===== config.mk =====
export PLATFORM = sky130hd
export DESIGN_NAME = req_rr_arbiter_flat
export DESIGN_NICKNAME = d
export VERILOG_FILES = /design/src/rtl/req_rr_arbiter_pkg.sv /design/src/rtl/req_rr_arbiter_if.sv /design/src/rtl/req_rr_arbiter_rr_pick.sv /design/src/rtl/req_rr_arbiter.sv /design/src/flat_wrapper.sv
export SDC_FILE = /design/constraint.sdc
export NUM_CORES = 1
export LEC_CHECK = 0
export CAP_MARGIN = 20
export CORE_MARGIN = 3
export CORE_UTILIZATION = 50
export DETAILED_ROUTE_END_ITERATION = 10
export GPL_ROUTABILITY_DRIVEN = 0
export PLACE_DENSITY = 0.76
export SETUP_SLACK_MARGIN = 0.1
export SYNTH_ARGS = -nofsm -noshare
export SYNTH_HDL_FRONTEND = slang
export SYNTH_SLANG_ARGS = --single-unit

===== constraint.sdc =====
create_clock -name clk -period 6.2 [get_ports clk]
set_clock_uncertainty 0.1 [all_clocks]
set_input_delay 0.93 -clock clk [delete_from_list [all_inputs] [get_ports clk]]
set_output_delay 0.93 -clock clk [all_outputs]
set_load 0.01 [all_outputs]

===== src/rtl/req_rr_arbiter_pkg.sv =====
// Shared constants and state encoding for the round-robin grant arbiter.
package req_rr_arbiter_pkg;

   localparam int N     = 7;
   localparam int IDX_W = 3;
   localparam int CNT_W = 8;

   typedef enum logic {
      IDLE  = 1'b0,
      GRANT = 1'b1
   } state_t;

endpackage


===== src/rtl/req_rr_arbiter_if.sv =====
// Request/grant bundle between the requesters, the arbiter and the downstream consumer.
interface req_rr_arbiter_if;
   import req_rr_arbiter_pkg::*;

   logic [N-1:0]     req;
   logic             gnt_ready;
   logic             gnt_valid;
   logic [IDX_W-1:0] gnt_idx;
   logic [N-1:0]     gnt_onehot;
   logic [CNT_W-1:0] gnt_count;

   modport master (
      input  req, gnt_ready,
      output gnt_valid, gnt_idx, gnt_onehot, gnt_count
   );

   modport slave (
      output req, gnt_ready,
      input  gnt_valid, gnt_idx, gnt_onehot, gnt_count
   );

endinterface


===== src/rtl/req_rr_arbiter_rr_pick.sv =====
// Combinational round-robin picker: first requester after 'last', wrapping 6 -> 0.
module rr_pick
   import req_rr_arbiter_pkg::*;
(
   input  logic [N-1:0]     req,
   input  logic [IDX_W-1:0] last,
   output logic             any,
   output logic [IDX_W-1:0] idx,
   output logic [N-1:0]     onehot
);

   int               cand;
   logic [IDX_W-1:0] candIdx;

   // Walk from the farthest candidate to the nearest so the closest set bit wins last.
   always_comb begin
      any     = 1'b0;
      idx     = '0;
      onehot  = '0;
      cand    = 0;
      candIdx = '0;
      for (int i = N; i >= 1; i--) begin
         cand    = (int'(last) + i) % N;
         candIdx = IDX_W'(cand);
         if (req[candIdx]) begin
            any    = 1'b1;
            idx    = candIdx;
            onehot = N'(1) << candIdx;
         end
      end
   end

endmodule


===== src/rtl/req_rr_arbiter.sv =====
// Round-robin arbiter issuing one committed grant at a time under a valid/ready handshake.
module req_rr_arbiter
   import req_rr_arbiter_pkg::*;
(
   input  logic             clk,
   input  logic             reset,
   req_rr_arbiter_if.master bus
);

   state_t           state, nextState;
   logic [IDX_W-1:0] last, nextLast;
   logic             gntValid, nextValid;
   logic [IDX_W-1:0] gntIdx, nextIdx;
   logic [N-1:0]     gntOnehot, nextOnehot;
   logic [CNT_W-1:0] gntCount, nextCount;

   logic [IDX_W-1:0] pickLast;
   logic             pickAny;
   logic [IDX_W-1:0] pickIdx;
   logic [N-1:0]     pickOnehot;

   // On a handshake the accepted index becomes the pointer, so search from it directly.
   assign pickLast = (state == GRANT) ? gntIdx : last;

   rr_pick picker (
      .req    (bus.req),
      .last   (pickLast),
      .any    (pickAny),
      .idx    (pickIdx),
      .onehot (pickOnehot)
   );

   always_ff @(posedge clk) begin
      if (reset) begin
         state     <= IDLE;
         last      <= IDX_W'(N - 1);
         gntValid  <= 1'b0;
         gntIdx    <= '0;
         gntOnehot <= '0;
         gntCount  <= '0;
      end else begin
         state     <= nextState;
         last      <= nextLast;
         gntValid  <= nextValid;
         gntIdx    <= nextIdx;
         gntOnehot <= nextOnehot;
         gntCount  <= nextCount;
      end
   end

   // A held grant ignores req until accepted; acceptance chains straight into the next pick.
   always_comb begin
      nextState  = state;
      nextLast   = last;
      nextValid  = gntValid;
      nextIdx    = gntIdx;
      nextOnehot = gntOnehot;
      nextCount  = gntCount;
      unique case (state)
         IDLE: begin
            nextValid  = 1'b0;
            nextOnehot = '0;
            if (pickAny) begin
               nextState  = GRANT;
               nextValid  = 1'b1;
               nextIdx    = pickIdx;
               nextOnehot = pickOnehot;
            end
         end
         GRANT: begin
            if (bus.gnt_ready) begin
               nextLast  = gntIdx;
               nextCount = gntCount + 1'b1;
               if (pickAny) begin
                  nextIdx    = pickIdx;
                  nextOnehot = pickOnehot;
               end else begin
                  nextState  = IDLE;
                  nextValid  = 1'b0;
                  nextOnehot = '0;
               end
            end
         end
         default: nextState = IDLE;
      endcase
   end

   assign bus.gnt_valid  = gntValid;
   assign bus.gnt_idx    = gntIdx;
   assign bus.gnt_onehot = gntOnehot;
   assign bus.gnt_count  = gntCount;

endmodule


===== src/flat_wrapper.sv =====
// flat-port wrapper written by rule: the top's interface ports become plain ports
module req_rr_arbiter_flat import req_rr_arbiter_pkg::*;
  (clk, reset, bus_req, bus_gnt_ready, bus_gnt_valid, bus_gnt_idx, bus_gnt_onehot, bus_gnt_count);
  req_rr_arbiter_if bus_i ();
  input  logic clk;
  input  logic reset;
  input wire logic [$bits(bus_i.req)-1:0] bus_req;
  input wire logic [$bits(bus_i.gnt_ready)-1:0] bus_gnt_ready;
  output wire logic [$bits(bus_i.gnt_valid)-1:0] bus_gnt_valid;
  output wire logic [$bits(bus_i.gnt_idx)-1:0] bus_gnt_idx;
  output wire logic [$bits(bus_i.gnt_onehot)-1:0] bus_gnt_onehot;
  output wire logic [$bits(bus_i.gnt_count)-1:0] bus_gnt_count;
  assign bus_i.req = bus_req;
  assign bus_i.gnt_ready = bus_gnt_ready;
  assign bus_gnt_valid = bus_i.gnt_valid;
  assign bus_gnt_idx = bus_i.gnt_idx;
  assign bus_gnt_onehot = bus_i.gnt_onehot;
  assign bus_gnt_count = bus_i.gnt_count;
  req_rr_arbiter u_core (.clk(clk), .reset(reset), .bus(bus_i));
endmodule

Word level (Yosys, flattened, before mapping)
Index checks and enable logic that the tools add are counted.

operators by class
  eq/ne operators = 2
  bitwise logic cells = 1
  add/subtract/negate cells = 8
  reductions and logical operators = 2
  magnitude comparators = 7
  div/mod/pow operators = 7
  shifts and indexed selects = 7
  muxes and demuxes = 48

operator list
  cell                   number
  $mod 32x4->32 const B  7
  $mux 7                 9
  $shl 1x3->7 const A    7
  $mux 3                 10
  $lt 3x4->1 const B     7
  $bmux 1 s3             7
  $mux 1                 18
  $add 3x3->4 const B    4
  $pmux 7 s2             1
  $add 3x2->4 const B    2
  $add 8x1->8 const B    1
  $pmux 3 s2             1
  $add 3x1->4 const B    1
  $ne 2x2->1 const B     2
  $pmux 1 s2             2
  $reduce_and 2->1       2
  $not 1->1              1

storage, ports and cells
  output and inout bits = 19
  bits of input ports = 10
  word-level logic and storage cells = 88
  flip-flop bits (word level) = 23

Logic depth before layout (Yosys ltp)
Gate-level depths: netlist of the first run.

  depth after elaboration = 15
  depth in mapped cells = 24

Modules after synthesis
From an unflattened synthesis of the first run, not the netlist that was laid out.

unflattened totals
  cells, all modules = 550
  area, all modules = 4149.0 µm²

modules (own cells, without submodules)
  module          area an instance (µm²)  sequential area each (µm²)  instances  cells each
  rr_pick         3213.1                  0.0                         1          441
  req_rr_arbiter  935.9                   460.4                       1          109

Worst setup path after synthesis of the first run
Ideal clock, no wire load.

  path type = register to register
  from = reg u_core.state
  to = reg u_core.gntOnehot[6], in the netlist u_core.bus.gnt_onehot[6]
  data arrival time = 5.608 ns
  data required time = 6.041 ns
  buffers on the path = 6
  clock period less this slack = 5.767 ns
  slack = 0.433 ns
  stages on the path, launching flop included = 23
  setup time = 0.059 ns
  path through = dfxtp_1 -> buf_4 -> mux2_4 -> buf_2 -> buf_2 -> buf_2 -> buf_1 -> ha_1 -> xnor2_4 -> inv_1 -> ha_1 -> ha_1 -> a2111oi_0 -> o2bb2ai_1 -> nor2_1 -> a221oi_4 -> mux2i_1 -> o21ai_0 -> or2_1 -> clkbuf_1 -> or4_1 -> a21oi_1 -> a22o_1

on the way
  cells in the longest elaborated chain, start to end = 15

RTL lines
  element                                                line                                        source
  start: declaration                                     req_rr_arbiter.sv:10                        state_t state, nextState;
  start signal: assignment                               req_rr_arbiter.sv:42                        state <= nextState;
  $mux 3                                                 req_rr_arbiter.sv:23                        assign pickLast = (state == GRANT) ? gntIdx : last;
  $add 3x3->4                                            req_rr_arbiter_rr_pick.sv:23                cand = (int'(last) + i) % N;
  $mod 32x4->32                                          req_rr_arbiter_rr_pick.sv:23
  $bmux 1 s3                                             req_rr_arbiter_rr_pick.sv:25                if (req[candIdx]) begin
  $mux 1 (implied by the code)                           req_rr_arbiter_rr_pick.sv:25
  $mux 7 / $mux 1 (equally long branches) (7 in series)  req_rr_arbiter_rr_pick.sv:25
  $mux 7                                                 req_rr_arbiter.sv:63, req_rr_arbiter.sv:74
  $mux 7                                                 req_rr_arbiter.sv:71                        if (bus.gnt_ready) begin
  $pmux 7 s2                                             req_rr_arbiter.sv:59                        unique case (state)
  end signal: assignment                                 req_rr_arbiter.sv:46                        gntOnehot <= nextOnehot;
  end: declaration                                       req_rr_arbiter.sv:14                        logic [N-1:0] gntOnehot, nextOnehot;

Parallel ways exist; a longest one is shown, timed or not. The select of a mux whose other input is x is not followed.
A chain may end at the register's enable or synchronous reset.

Worst setup path in the final report of the first run
  from = reg u_core.state
  to = reg u_core.gntOnehot[3], in the netlist u_core.bus.gnt_onehot[3]

The elaborated chain is that of the path after synthesis.

==> flow_summary.toml, run 1 <==
[outcome]
status = "complete, no violations"

[critical_path]
r2r_slack_ns = 0.51
cp.required_ns = 6.27
slowest_stage = "dfxtp_1"
crit_type = "reg -> reg"
critical_path.top_delay_family = "compound AO/OA/AOI/OAI gates"
reg2reg_to = "u_core.bus.gnt_onehot[3]"
end_kind = "flop"
crit_buf_inv = 1
max_stage_delay_ns = 0.60
start_kind = "flop"
crit_chain = "mux2_4 > ha_1 > xnor2_4 > inv_1 > ha_1 > ha_1 > a2111oi_0 > o2bb2ai_1 > nor2_1 > a221oi_4 > mux2_2 > o2bb2ai_4 > nor4_2 > or2_1 > nor3_1 > a32o_1"
crit_top_cell = "ha_1"
rr_worst_depth = 16
crit_fanout = 13
critPathArrivalTime_ns = 5.76
reg2reg_from = "u_core.state"

[logic_synthesis]
synth_edf_count = 0
yosys.area.top_type_share_pct = 12.25
synthCells = 532
yosysMostFrequentCell = "nand2_1"
ys_seq_area_share_pct = 12.25
synth.avg_cell_area_um2 = 7.065
yosys_most_used_dff = "dfxtp_1"
ys_top_cells_by_count = "nand2_1 (53), nor2_1 (49), a21oi_1 (38)"
ys_ff_latch = 23
async_flop_share_pct = 0
synth_warnings = 0
synth_nets = 565
synthesis.area_mm2 = 0.003759
synthTopCellsByArea = "dfxtp_1 (12%), ha_1 (7.7%), nand2_1 (5.3%), a21oi_1 (5.1%), nor2_1 (4.9%)"
yosysUniqueCellTypes = 84
yosys.area.top_type = "dfxtp_1"

[layout]
fillers = 696
synthToLayoutAreaGrowth_pct = 10.12
final_core_util_pct = 58.65
layout.nets = 575
layout-drive-gt1-share_pct = 7.209
num_antenna_cells = 0

[drt]
vias = 4447
drc_errors = 0
finalWirelength_um = 12890
drt_iter0_drc = 596
wl_per_cell_um = 20.24
vias_per_cell = 6.981
antenna_left = 0
dr.pass1.iters = 5

[global_routing]
grt_first_pass_wirelength_um = 20940
grt_usage_pct = 29.81
grt_max_degree = 30
grt_overflow_total = 0
grt_pass1_vias = 4033
antenna_found_initial = 0

[timing]
final_hold_viol_count = 0
slew_headroom_pct = 31.30
period_share_pct = 91.73
layout_min_cycle_time_ns = 5.687
drv_slew = 0
fin_ws_ns = 0.5130
tightest_slew_ns = 1.031
max_freq_mhz = 175.8
setup_viol = 0
hold_ws_ns = 0.3645
tns_ns = 0
rsz0062_at_grt = "false"

[clocking]
cts_sinks = 23
clk_pin_slew_worst_paths_ns = 0.09
clock_path_buffers = 2
clk_latency_ns = 0.27
cts_buffers = 3
h-tree-depth = 1
cts_root_buf = "clkbuf_8"
cts_tree = "built"
postCtsSetupRepairBufs = 0
cts_resized = 0
hold_buffers = 0

[floorplan]
fp.dieW_um = 92.70
top_level_ports = 29
rows = 30
die_h_um = 92.70
dieArea_mm2 = 0.008593
coreArea_mm2 = 0.007057
start_util_pct = 53.26

[power]
finalPower_mw = 2.649
leakage_nw = 1.539
p_per_area_mw_per_mm2 = 640.1
peakVddDrop_mv = 0.3206

[job]
maxCapViolations = 0

[place]
place_ws_ns = 0.6135
dpl.hpwl_um = 9531
io_buffers = 28

[min_path]
min_path_type = "reg -> reg"
holdPathEnd = "u_core.bus.gnt_valid"
min_from = "u_core.bus.gnt_valid"
hold_depth = 2
-- state kept, by name, summed over array words and instances, names as in the netlist --
name	cells
u_core.bus.gnt_idx	3
u_core.last	3
u_core.bus.gnt_valid	1
u_core.bus.gnt_onehot	7
u_core.state	1
u_core.bus.gnt_count	8
-- report_power, final --
part	switching [mW]	leakage (nW)	internal (mW)
Combinational	1.50	1.33	0.842
Clock	0.0524	0.0255	0.0450
Sequential	0.0337	0.188	0.178
Total	1.58	1.54	1.06
-- per-layer routing --
layer,global-route usage [%],vias to the layer above,part of all wire (%)
met1,41.16,2018,41
met4,9.646,0,4.3
met3,6.255,58,12
li1,-,2045,-
met5,0,-,0
met2,46.22,326,43
-- placed cells by master (no fill, tap or decap), drive strengths merged, types with 9 or more instances in the layout --
cell type	synthesis	final
nand2	53	53
nor2	49	49
a21oi	39	39
o21ai	30	30
clkdlybuf4s50	0	28
nand3	25	25
ha	23	23
dfxtp	23	23
inv	23	23
nor3	17	17
a31oi	16	16
mux2i	16	16
and2	11	11
nand4	10	10
o211ai	10	10
buf	11	10
xnor2	9	9
-- per-stage QoR --
stage          std cells  area [µm²]
2_1_floorplan        532        3759
3_3_place_gp         633        4093
3_5_place_dp         633        4093
4_1_cts              637        4139
5_1_grt              637        4139
6_report             637        4139
-- area by class of cell --
class,instances,area (µm²),share of cell area [%]
clock buffer,3,41.29,0.9976
multi-input combinational,453,3070,74.18
clock inverter,1,5.005,0.1209
sequential,23,460.4,11.12
inverter,23,86.33,2.086
timing repair buffer,38,355.3,8.585
tap,96,120.1,2.902
-- cell families (layout without fill, tap and decap cells) --
logic type,Yosys count,in the layout,share of synthesized area [%]
DFF,23,23,12.25
muxes,21,21,6.491
adders and majority gates,23,23,7.657
buffers and inverters,56,65,6.058
and+or+nand+nor,204,204,26.37
xor gates and xnor gates,15,15,4.195
AOI/OAI and AO/OA,190,190,36.99
-- worst max path at each step --
stage / depth (start not counted) / startpoint / endpoint / slack, ns
after floorplan: 22 / u_core.state / u_core.bus.gnt_onehot[6] / 0.43
after global placement: 16 / u_core.state / u_core.bus.gnt_onehot[6] / 0.83
after detailed placement: 16 / u_core.state / u_core.bus.gnt_onehot[3] / 0.61
after CTS: 16 / u_core.state / u_core.bus.gnt_onehot[3] / 0.59
after global routing: 18 / u_core.state / u_core.bus.gnt_idx[0] / 0.12
final: 16 / u_core.state / u_core.bus.gnt_onehot[3] / 0.51
-- worst reg2reg max path, stage by stage (launching register included) --
cell and delay (ns):
dfxtp_1 0.60, mux2_4 0.42, ha_1 0.34, xnor2_4 0.31
inv_1 0.18, ha_1 0.24, ha_1 0.27, a2111oi_0 0.53
o2bb2ai_1 0.26, nor2_1 0.12, a221oi_4 0.42, mux2_2 0.42
o2bb2ai_4 0.16, nor4_2 0.46, or2_1 0.36, nor3_1 0.11
a32o_1 0.28
Power figures use the tool's default switching activity.
==> run 2, diff against run 1 <==
- SKIP_LAST_GASP: default -> 1
==> results of run 2 <==
Same layout as run 1: the final DEF is identical, and so are final timing and power.
